--- src/rtl/button_dir_ctrl.sv ---
// Button front end: 2-flop sync, per-button debounce, press pulses and move-gated heading.
// Optional macro DIR_QUEUE_EN swaps the single pending heading for a 2-entry heading FIFO.

module btn_debounce #(
    parameter int DEBOUNCE_CYCLES = 250000,
    parameter int CNT_W           = 18
) (
    input  logic clk,
    input  logic rst_n,
    input  logic sync_i,
    output logic level_o
);
    localparam logic [CNT_W-1:0] CNT_MAX = CNT_W'(DEBOUNCE_CYCLES - 1);

    logic [CNT_W-1:0] cnt_q;
    logic             level_q;

    // Any sample equal to the accepted level restarts the stability count.
    always_ff @(posedge clk or negedge rst_n) begin
        if (!rst_n) begin
            cnt_q   <= '0;
            level_q <= 1'b0;
        end else if (sync_i == level_q) begin
            cnt_q <= '0;
        end else if (cnt_q == CNT_MAX) begin
            cnt_q   <= '0;
            level_q <= ~level_q;
        end else begin
            cnt_q <= cnt_q + 1'b1;
        end
    end

    assign level_o = level_q;
endmodule

module button_dir_ctrl #(
    parameter int DEBOUNCE_CYCLES = 250000,
    parameter int CNT_W           = 18
) (
    input  logic       clk,
    input  logic       rst_n,
    input  logic [4:0] button_in,
    input  logic       move_tick,
    output logic [4:0] btn_level,
    output logic [4:0] btn_press,
    output logic       middle_pulse,
    output logic [1:0] dir,
    output logic       dir_changed
);
    typedef enum logic [1:0] {
        DIR_UP    = 2'b00,
        DIR_DOWN  = 2'b01,
        DIR_LEFT  = 2'b10,
        DIR_RIGHT = 2'b11
    } dir_e;

    logic [4:0] sync1_q, sync2_q, level_w, level_dly_q, press_q;
    logic [1:0] dir_q, dir_d;
    logic       chg_q, chg_d, dchg_q;

    always_ff @(posedge clk or negedge rst_n) begin
        if (!rst_n) begin
            sync1_q     <= '0;
            sync2_q     <= '0;
            level_dly_q <= '0;
            press_q     <= '0;
        end else begin
            sync1_q     <= button_in;
            sync2_q     <= sync1_q;
            level_dly_q <= level_w;
            press_q     <= level_w & ~level_dly_q;
        end
    end

    btn_debounce #(
        .DEBOUNCE_CYCLES(DEBOUNCE_CYCLES),
        .CNT_W          (CNT_W)
    ) u_db [4:0] (
        .clk    (clk),
        .rst_n  (rst_n),
        .sync_i (sync2_q),
        .level_o(level_w)
    );

    function automatic logic [1:0] opp(input logic [1:0] d);
        return {d[1], ~d[0]};
    endfunction

    logic       req_vld;
    logic [1:0] req;

    always_comb begin
        req_vld = |press_q[4:1];
        req     = DIR_RIGHT;
        if (press_q[1])      req = DIR_UP;
        else if (press_q[2]) req = DIR_DOWN;
        else if (press_q[3]) req = DIR_LEFT;
    end

`ifdef DIR_QUEUE_EN
    logic [1:0] q0_q, q1_q, q0_d, q1_d, e0, tail;
    logic [1:0] fcnt_q, fcnt_d, ecnt;
    logic       pop, accept;

    // Pop happens first, so a push lands behind whatever remains after the pop.
    always_comb begin
        pop    = move_tick && (fcnt_q != 2'd0);
        ecnt   = pop ? fcnt_q - 2'd1 : fcnt_q;
        e0     = pop ? q1_q : q0_q;
        dir_d  = pop ? q0_q : dir_q;
        tail   = (ecnt == 2'd2) ? q1_q : (ecnt == 2'd1) ? e0 : dir_d;
        accept = req_vld && (ecnt != 2'd2) && (req != tail) && (req != opp(tail));
        q0_d   = e0;
        q1_d   = q1_q;
        fcnt_d = ecnt;
        if (accept) begin
            if (ecnt == 2'd0) q0_d = req;
            else              q1_d = req;
            fcnt_d = ecnt + 2'd1;
        end
        chg_d  = pop && (q0_q != dir_q);
    end

    always_ff @(posedge clk or negedge rst_n) begin
        if (!rst_n) begin
            q0_q   <= DIR_RIGHT;
            q1_q   <= DIR_RIGHT;
            fcnt_q <= '0;
        end else begin
            q0_q   <= q0_d;
            q1_q   <= q1_d;
            fcnt_q <= fcnt_d;
        end
    end
`else
    logic [1:0] pend_q, pend_d, ref_dir;
    logic       pv_q, pv_d, commit, eff_pv, accept;

    // A same-cycle request is judged against the heading being committed now.
    always_comb begin
        commit  = move_tick && pv_q;
        dir_d   = commit ? pend_q : dir_q;
        eff_pv  = pv_q && !move_tick;
        ref_dir = eff_pv ? pend_q : dir_d;
        accept  = req_vld && (req != ref_dir) && (req != opp(ref_dir)) && (req != opp(dir_d));
        pend_d  = accept ? req : pend_q;
        pv_d    = accept || eff_pv;
        chg_d   = commit && (pend_q != dir_q);
    end

    always_ff @(posedge clk or negedge rst_n) begin
        if (!rst_n) begin
            pend_q <= DIR_RIGHT;
            pv_q   <= 1'b0;
        end else begin
            pend_q <= pend_d;
            pv_q   <= pv_d;
        end
    end
`endif

    always_ff @(posedge clk or negedge rst_n) begin
        if (!rst_n) begin
            dir_q  <= DIR_RIGHT;
            chg_q  <= 1'b0;
            dchg_q <= 1'b0;
        end else begin
            dir_q  <= dir_d;
            chg_q  <= chg_d;
            dchg_q <= chg_q;
        end
    end

    assign btn_level    = level_w;
    assign btn_press    = press_q;
    assign middle_pulse = press_q[0];
    assign dir          = dir_q;
    assign dir_changed  = dchg_q;
endmodule

--- config.mk ---
export PLATFORM = sky130hd
export DESIGN_NAME = button_dir_ctrl
export DESIGN_NICKNAME = d
export VERILOG_FILES = /design/src/rtl/button_dir_ctrl.sv
export SDC_FILE = /design/constraint.sdc
export NUM_CORES = 1
export LEC_CHECK = 0
export ABC_CLOCK_PERIOD_IN_PS = 2100
export BUFFER_PORTS_ARGS = -buffer_cell sky130_fd_sc_hd__buf_2
export CAP_MARGIN = 5
export CORE_MARGIN = 4
export CORE_UTILIZATION = 55
export DETAILED_ROUTE_END_ITERATION = 16
export PLACE_DENSITY = 0.8
export SETUP_SLACK_MARGIN = 0.05
export SLEW_MARGIN = 20
export SYNTH_ARGS = -nofsm -noshare
export SYNTH_HDL_FRONTEND = slang
export SYNTH_HIERARCHICAL = 1
export SYNTH_SLANG_ARGS = --single-unit
export TNS_END_PERCENT = 50
--- constraint.sdc ---
create_clock -name clk -period 2.1 [get_ports clk]
set_clock_uncertainty 0.1 [all_clocks]
set_input_delay 0.105 -clock clk [delete_from_list [all_inputs] [get_ports clk]]
set_output_delay 0.105 -clock clk [all_outputs]
set_load 0.01 [all_outputs]
# Word level (Yosys, flattened, before mapping)

Index checks and enable logic that the tools add are counted.

Register bits: 122
Input port bits: 8
Output and inout port bits: 14
Word-level logic and storage cells: 81

$add $sub $neg: 5
Equal/unequal tests: 14
Muxes and demuxes: 15
Bitwise operators: 14
Reduce and logical (&&, ||, !) cells: 14

Operators by type and width:

| cell                                                             | number |
|---|---|
| 18-bit 2-to-1 mux                                                | 10 |
| 18-bit by 1-bit adder with 18-bit output (second input constant) | 5 |
| 18-bit equality test (second input constant)                     | 5 |
| 1-bit inverter                                                   | 12 |
| 2-bit AND reduction                                              | 5 |
| 2-bit 2-to-1 mux                                                 | 4 |
| 2-bit != test                                                    | 4 |
| 1-bit logical AND                                                | 6 |
| 5-bit bitwise AND                                                | 1 |
| 1-bit equality test                                              | 5 |
| 5-bit inverter                                                   | 1 |
| 4-bit OR reduction                                               | 1 |
| 1-bit logical NOT                                                | 1 |
| 1-bit logical OR                                                 | 1 |
| 1-bit 2-to-1 mux                                                 | 1 |

# Logic depth before layout (Yosys ltp)

Gate-level depths: netlist of run 1.

Depth after elaboration: 8
Gate-level depth with buffers: 5
Mapped depth without buffers: 5

# Hierarchy

Netlist of run 1, hierarchy kept.

Modules (own cells, without submodules):

| module          | times used | cells each | area each (µm²) | sequential area each (µm²) |
|---|---|---|---|---|
| btn_debounce    | 5          | 97         | 979.7           | 475.5 |
| button_dir_ctrl | 1          | 58         | 917.1           | 680.7 |

# Least setup slack after synthesis of run 1

OpenSTA, ideal clock, no wires.

Kind: register to register
Start point: register pv_q
End point: register pend_q[0]
Library setup time: 0.085 ns
Arrival time: 1.798 ns
Data required time: 1.915 ns
Setup slack: 0.117 ns
Cell stages (with the launch flop): 6
Buffers on the path: 0
Clock period less this slack: 1.983 ns
Cell sequence: dfrtp_1 nand2_2 mux2i_2 mux2_2 a311oi_2 mux2_1

Cells in the longest elaborated chain, start to end: 7
Elaborated cells on any way between the ends: 12
Those cells by class: eq/ne: 3; mux: 2; bitwise: 2; reduce/logical: 5

Ends and longest elaborated chain:

| item                                                      | RTL line | source |
|---|---|---|
| from (decl)                                               | 137      | `logic pv_q, pv_d, commit, eff_pv, accept;` |
| from (signal assigned)                                    | 157      | `pv_q <= pv_d;` |
| 1-bit logical AND                                         | 141      | `commit = move_tick && pv_q;` |
| 2-bit 2-to-1 mux                                          | 142      | `dir_d = commit ? pend_q : dir_q;` |
| 2-bit 2-to-1 mux                                          | 144      | `ref_dir = eff_pv ? pend_q : dir_d;` |
| 2-bit != test / 1-bit inverter (equally long branches)    | 145, 86  |  |
| 1-bit logical AND / 2-bit != test (equally long branches) | 145      | `accept = req_vld && (req != ref_dir) && (req != opp(ref_dir)) && (req != opp(dir_d));` |
| 1-bit logical AND                                         | 145      |  |
| 1-bit logical AND (*)                                     | 145      |  |
| to (signal assigned)                                      | 156      | `pend_q <= pend_d;` |
| to (decl)                                                 | 136      | `logic [1:0] pend_q, pend_d, ref_dir;` |

Mark *: on every way between the ends. The rest lies on a longest branch, timed or not.
A chain may end at the register's enable or synchronous reset.

# Worst setup path after layout of run 1

Start point: register pv_q
End point: register pend_q[1]

The elaborated chain is that of the path after synthesis.

==> run_results.csv, run 1 <==
group,metric,value,unit
status,status,"finished clean",
sta,rsz0062_at_grt,"false",
global_routing,grt_pass1_vias,4323,
worst_setup_path,critical_path_buf_inv_count,0,
drt,ant_nets,0,
clock_tree,cts-buffers-inserted,17,
floorplanning,core_area,0.0103,mm²
sta,max_freq,499,MHz
synth,syn_nets,556,
worst_setup_path,cpMaxStageDelayCell,"dfrtp_1",
pwr,power,5.19,mW
floorplanning,initial_utilization,56.3,%
worst_setup_path,worst_ep_required_time,2.44,ns
drt,drc,0,
synth,ys_seq_area_share,52.6,%
clock_tree,clk_pin_slew_worst_paths,0.06,ns
global_routing,grt_max_degree,75,
final_layout,layout_common_cells,"118 x dfrtp_1, 91 x nor2_1, 52 x xnor2_1, 37 x buf_4, 35 x nor4_1",
final_layout,fill_cells,740,
sta,setup_violations,0,
worst_setup_path,arrival,2.35,ns
synth,synthesis.area,0.00582,mm²
floorplanning,die_w,111,µm
hold_path,min_path_type,"in2async",
sta,layout_min_cycle_time,2.01,ns
final_layout,synthToLayoutAreaGrowth,19.5,%
final_layout,drive_gt1_share,21.6,%
sta,drv_slew,0,
sta,timing.slew.headroom,66.3,%
worst_setup_path,regToRegEndpoint,"pend_q[1]",
place,hpwl,7550,µm
sta,worstMarginPinSlew,0.505,ns
drt,via_count,4235,
global_routing,track_usage,20.1,%
final_layout,layout_commonest_cell,"dfrtp_1",
synth,synth-seq-cells,122,
worst_setup_path,end_kind,"flip-flop",
synth,postSynthCellCount,543,
run,cap_viol_max_count,0,
drt,viasPerCell,5.53,
drt,wl,11600,µm
synth,syn_area_per_cell,10.7,µm²
synth,yosysUniqueCellTypes,35,
worst_setup_path,r2r_slack,0.09,ns
worst_setup_path,crit_family,"multiplexers",
clock_tree,cts-root-buf,"clkbuf_8",
final_layout,n_antenna_cell,0,
floorplanning,die_h,111,µm
clock_tree,clk_latency,0.52,ns
worst_setup_path,cpPeakStageDelay,0.38,ns
worst_setup_path,rr_worst_depth,5,
sta,hold-worst-slack,0.0703,ns
worst_setup_path,cp-start-kind,"flip-flop",
sta,hold_viol,0,
global_routing,grt_pass1_wl,20200,µm
synth,yosys_warnings,6,
pwr,power_density,747,mW/mm²
pwr,ir_drop,0.000675,V
clock_tree,cts.sinks,122,
pwr,p_leak,2.99,nW
sta,setup_tns,0,ns
drt,wire_per_inst,15.1,µm
place,gp_congestion,0.839,
drt,first_iter_violations,300,
sta,min_period_over_period,95.5,%
global_routing,antenna_found_initial,0,
floorplanning,ios,22,
worst_setup_path,timing.rr.start,"pv_q",
place,port_buffers,21,
worst_setup_path,path_class,"reg2reg",
floorplanning,rows,37,
global_routing,grt_overflow,0,
clock_tree,cts_tree,"built",
final_layout,fin_util,67.3,%
drt,first_pass_iters,4,
floorplanning,die-area,0.0123,mm²
final_layout,nets,630,
worst_setup_path,crit_fanout,3,
clock_tree,h-tree-depth,4,
clock_tree,clk_path_buf_depth,2,
worst_setup_path,worstPathCellList,"nand2_2 > mux2i_4 > mux2_2 > a311oi_4 > mux2_1",
layer usage:
metal / vias up / track usage [%] / share of wire (%)
met5: - / 0 / 0
met4: 0 / 8.13 / 1.3
met3: 17 / 6.11 / 2.8
met2: 69 / 32.9 / 50
met1: 2077 / 25.1 / 45
li1: 2072 / - / -
area by class of cell:
cell class	count	area, µm²	area share (%)
clock buffers	18	428	6.16
clock inverters	14	115	1.66
inverters	13	48.8	0.702
multi-input cells	397	2650	38.1
flip-flops and latches	122	3060	44.0
well taps	136	170	2.45
repair buffers	66	478	6.88
synth_stat cells:
cell type / number / area share, %
a21oi_1: 7 / 0.60
a21oi_2: 5 / 0.75
a311oi_2: 1 / 0.26
and3_2: 5 / 0.65
and4_1: 5 / 0.75
buf_4: 1 / 0.13
buf_6: 5 / 0.97
clkbuf_1: 5 / 0.32
dfrtp_1: 118 / 51
dfstp_2: 4 / 1.8
ha_1: 5 / 1.1
inv_1: 13 / 0.84
mux2_1: 2 / 0.39
mux2_2: 8 / 1.5
mux2i_1: 3 / 0.52
mux2i_2: 1 / 0.24
nand2_1: 31 / 2.0
nand2_2: 1 / 0.11
nand2b_1: 5 / 0.54
nand3_1: 30 / 2.6
nand3_2: 5 / 0.86
nand4_1: 25 / 2.7
nand4_2: 5 / 1.1
nor2_1: 91 / 5.9
nor2b_1: 6 / 0.65
nor3_1: 10 / 0.86
nor4_1: 35 / 3.8
o211ai_1: 1 / 0.13
o21ai_0: 12 / 1.0
o41ai_4: 5 / 2.4
or3_1: 6 / 0.65
or4_1: 5 / 0.65
or4_4: 5 / 0.97
xnor2_1: 52 / 7.8
xor2_1: 25 / 3.8
stage by stage:
step / cells / setup slack [ns] / area, µm²
floorplan: 543 / 0.117 / 5820
global placement: 718 / 0.110 / 6240
detailed placement: 718 / 0.0443 / 6240
CTS: 758 / 0.0358 / 6880
global route: 766 / 0.0301 / 6950
finish: 766 / 0.0944 / 6950
how the worst max path moves through the flow:
stage	from	to	slack [ns]	cells past startpoint
after floorplan	pv_q	pend_q[0]	0.12	5
after global placement	pv_q	pend_q[1]	0.11	5
after detailed placement	u_db[0]/cnt_q[0]	u_db[0]/level_o	0.04	4
after CTS	u_db[0]/cnt_q[0]	u_db[0]/level_o	0.04	4
after global routing	pv_q	pend_q[0]	0.03	5
final	pv_q	pend_q[1]	0.09	5
flip-flops by register name, summed over array words and instances, names as in the netlist:
register      cells
btn_press         5
chg_q             1
dir               2
dir_changed       1
level_dly_q       5
pend_q            2
pv_q              1
sync1_q           5
sync2_q           5
u_db/cnt_q       90
u_db/level_o      5
cell families after synthesis:
| family | after synthesis | synth area share, % |
|---|---|---|
| compound gates | 31 | 5.14 |
| xor+xnor | 77 | 11.6 |
| fa+ha+maj | 5 | 1.08 |
| buf+inv | 24 | 2.26 |
| flops | 122 | 52.6 |
| mux | 14 | 2.69 |
| simple gates | 270 | 24.7 |
power breakdown:
part	leakage [nW]	switching, mW	internal (mW)
Sequential	1.65	0.0337	2.39
Combinational	1.07	0.105	0.0632
Clock	0.259	1.10	1.50
Total	2.99	1.24	3.95
tightest hold or removal path, cell delays in order:
cell and delay, ns:
dlygate4sd3_1 0.52, buf_4 0.14, buf_12 0.32
timing repair:
action | 4_1_cts | 5_1_grt
resized for setup | 2 | 1
hold buffers | 8 | 0
pin swaps | 1 | 3
buffers inserted | 0 | 8
endpoints found under the hold margin | 127 | 0
setup endpoints to repair | 3 | 52
No activity file was read; power rests on OpenSTA's default activity.
==> run 2: changes to the inputs <==
--- a/config.mk
+++ b/config.mk
@@ -5,13 +5,14 @@
 export SDC_FILE = /design/constraint.sdc
 export NUM_CORES = 1
 export LEC_CHECK = 0
+export ABC_AREA = 1
 export ABC_CLOCK_PERIOD_IN_PS = 2100
 export BUFFER_PORTS_ARGS = -buffer_cell sky130_fd_sc_hd__buf_2
 export CAP_MARGIN = 5
 export CORE_MARGIN = 4
 export CORE_UTILIZATION = 55
 export DETAILED_ROUTE_END_ITERATION = 16
-export PLACE_DENSITY = 0.8
+export PLACE_DENSITY = 0.75
 export SETUP_SLACK_MARGIN = 0.05
 export SLEW_MARGIN = 20
 export SYNTH_ARGS = -nofsm -noshare
==> run 2 against run 1 <==
Global-route usage rose by 0.33 points; design area rose by 6.0%; combinational power rose to 3.0 times the previous value; sequential power rose by 7%; sequential share of layout area fell by 2.5 points; critical path depth rose by 1; non-clock buffer count fell by 31; first-iteration DRC count rose by 20%; synthesized area rose by 9.6%; largest cell class unchanged.
==> run_results.csv, run 2 <==
group,metric,value,unit
worst_setup_path,regToRegEndpoint,"u_db[4]/cnt_q[1]",
pwr,ir_drop,0.000568,V
synth,synth.most_common_cell,"nor2_1",
global_routing,grt_pass1_vias,5011,
synth,postSynthCellCount,791,
sta,hold_viol,0,
synth,yosys_warnings,6,
drt,viasPerCell,5.03,
drt,wl,12300,µm
clock_tree,cts.sinks,122,
clock_tree,clk_latency,0.41,ns
synth,syn_area_per_cell,8.06,µm²
hold_path,min_path_type,"in2async",
place,hpwl,8840,µm
sta,setup_tns,0,ns
clock_tree,clk_path_buf_depth,2,
synth,syn_nets,804,
final_layout,drive_gt1_share,18.0,%
synth,yosysUniqueCellTypes,25,
floorplanning,die_h,116,µm
clock_tree,clk_pin_slew_worst_paths,0.05,ns
drt,first_iter_violations,359,
synth,synth_top_cell_area_share,46.3,%
run,cap_viol_max_count,0,
sta,hold-worst-slack,0.181,ns
clock_tree,cts_tree,"built",
sta,drv_slew,0,
worst_setup_path,r2r_slack,0.53,ns
floorplanning,die-area,0.0134,mm²
drt,via_count,5005,
synth,synth_commonest_cells,"166 x nor2_1, 146 x nand2_1, 118 x dfrtp_1",
synth,synth-seq-cells,122,
drt,wire_per_inst,12.4,µm
status,status,"finished clean",
worst_setup_path,rr_worst_depth,6,
final_layout,n_antenna_cell,0,
sta,worstMarginPinSlew,0.664,ns
floorplanning,rows,39,
pwr,p_leak,3.45,nW
sta,timing.slew.headroom,55.8,%
worst_setup_path,end_kind,"flip-flop",
final_layout,regMostFlops,"u_db/cnt_q",
floorplanning,initial_utilization,56.1,%
final_layout,largest_register_ffs,90,
worst_setup_path,arrival,1.76,ns
synth,synth_largest_area_cell,"dfrtp_1",
global_routing,grt_max_degree,48,
final_layout,nets,852,
global_routing,track_usage,20.5,%
synth,synth_top_cells_by_area,"dfrtp_1 46%, nor2_1 9.8%, nand2_1 8.6%, inv_1 5.7%, xor2_1 4.8%",
clock_tree,cts.repair.resized,0,
final_layout,synthToLayoutAreaGrowth,15.5,%
place,gp_congestion,0.883,
pwr,power_density,809,mW/mm²
clock_tree,cts-buffers-inserted,17,
drt,first_pass_iters,5,
sta,rsz0062_at_grt,"false",
worst_setup_path,cp-start-kind,"flip-flop",
synth,synthesis.area,0.00637,mm²
worst_setup_path,timing.rr.start,"u_db[4]/cnt_q[0]",
place,port_buffers,21,
sta,min_period_over_period,74.7,%
floorplanning,ios,22,
global_routing,grt_overflow,0,
floorplanning,die_w,116,µm
synth,synth_edf_count,0,
sta,setup_violations,0,
floorplanning,core_area,0.0114,mm²
final_layout,layout_common_cells,"166 x nor2_1, 146 x nand2_1, 118 x dfrtp_1, 97 x inv_1, 46 x nand3_1",
clock_tree,cts-root-buf,"clkbuf_16",
global_routing,grt_pass1_wl,21800,µm
worst_setup_path,crit_fanout,9,
synth,ys_async_sr_fraction,100,%
synth,synth_flop_cell,"dfrtp_1",
drt,drc,0,
sta,max_freq,638,MHz
worst_setup_path,path_class,"reg2reg",
drt,ant_nets,0,
sta,layout_min_cycle_time,1.57,ns
clock_tree,h-tree-depth,4,
synth,ys_seq_area_share,48.0,%
worst_setup_path,worst_ep_required_time,2.29,ns
final_layout,layout_commonest_cell,"nor2_1",
global_routing,antenna_found_initial,0,
-- run 2: cell count changes after synthesis, sizes merged, moves of 6 or more --
cell   previous run  this run
nor2b             6         0
a21oi            12        27
xnor2            52        12
nand2            32       181
nor4             35         0
inv              13       107
or4              10         0
nand4            30        15
nor2             91       201
nand3            35        51
or3               6         0
xor2             25        35
mux2             10         0
-- run 2: stage by stage --
stage	instance area, µm²	power (mW)	instances	setup slack (ns)	util, %
6_report	7360	5.95	995	0.532	64.8
3_5_place_dp	6710	3.12	956	0.554	59.0
4_1_cts	7360	6.02	995	0.538	64.8
2_1_floorplan	6370	2.93	791	0.732	-
3_3_place_gp	6710	3.09	956	0.621	59.0
5_1_grt	7360	6.21	995	0.393	64.8
-- run 2: cell families (layout without fill, tap and decap cells) --
| group | after synthesis | count (layout) | synth area share, % |
|---|---|---|---|
| simple gates | 458 | 458 | 33.7 |
| fa+ha+maj | 5 | 5 | 0.982 |
| compound gates | 46 | 46 | 4.10 |
| flops | 122 | 122 | 48.0 |
| buf+inv | 113 | 174 | 6.81 |
| xor+xnor | 47 | 47 | 6.46 |
-- run 2: cell type report --
class                           count  area, µm²
Clock buffer                       21        470
Clock inverter                     11        119
Fill cell                         928       4010
Inverter                          107        402
Multi-Input combinational cell    556       2880
Sequential cell                   122       3060
Tap cell                          143        179
Timing Repair Buffer               35        255
-- run 2: how the worst max path moves through the flow --
stage / start / to / slack, ns
finish: u_db[4]/cnt_q[0] / u_db[4]/cnt_q[1] / 0.53
CTS: u_db[0]/cnt_q[0] / u_db[0]/cnt_q[7] / 0.54
global placement: u_db[4]/cnt_q[0] / u_db[4]/cnt_q[12] / 0.62
floorplan: u_db[0]/level_o / u_db[0]/cnt_q[10] / 0.73
global route: u_db[0]/cnt_q[0] / u_db[0]/cnt_q[7] / 0.39
detailed placement: u_db[0]/cnt_q[0] / u_db[0]/cnt_q[7] / 0.55
-- run 2: critical path, stage by stage (launching register included) --
cell and delay (ns):
dfrtp_1 0.40, ha_1 0.23, nand3_2 0.13, nor2_2 0.20
nand2_1 0.12, nand2_2 0.18, nor2_1 0.08
-- run 2: power by group --
group | switching [mW] | internal [mW]
Combinational | 0.307 | 0.193
Sequential | 0.107 | 2.48
Clock | 1.03 | 1.83
-- run 2: timing repair --
| action | CTS | global route |
|---|---|---|
| endpoints found under the hold margin | 53 | 0 |
| setup endpoints to repair | 0 | 0 |
| buffers inserted | 0 | 0 |
| hold buffers | 7 | 0 |
-- run 2: metal layers --
layer  share of wire [%]  GRT usage, %  vias up
li1                    -             -     2539
met1                  46          25.3     2365
met2                  48          34.1       78
met3                 3.4          5.48       23
met4                 2.2          8.58        0
met5                   0             0        -
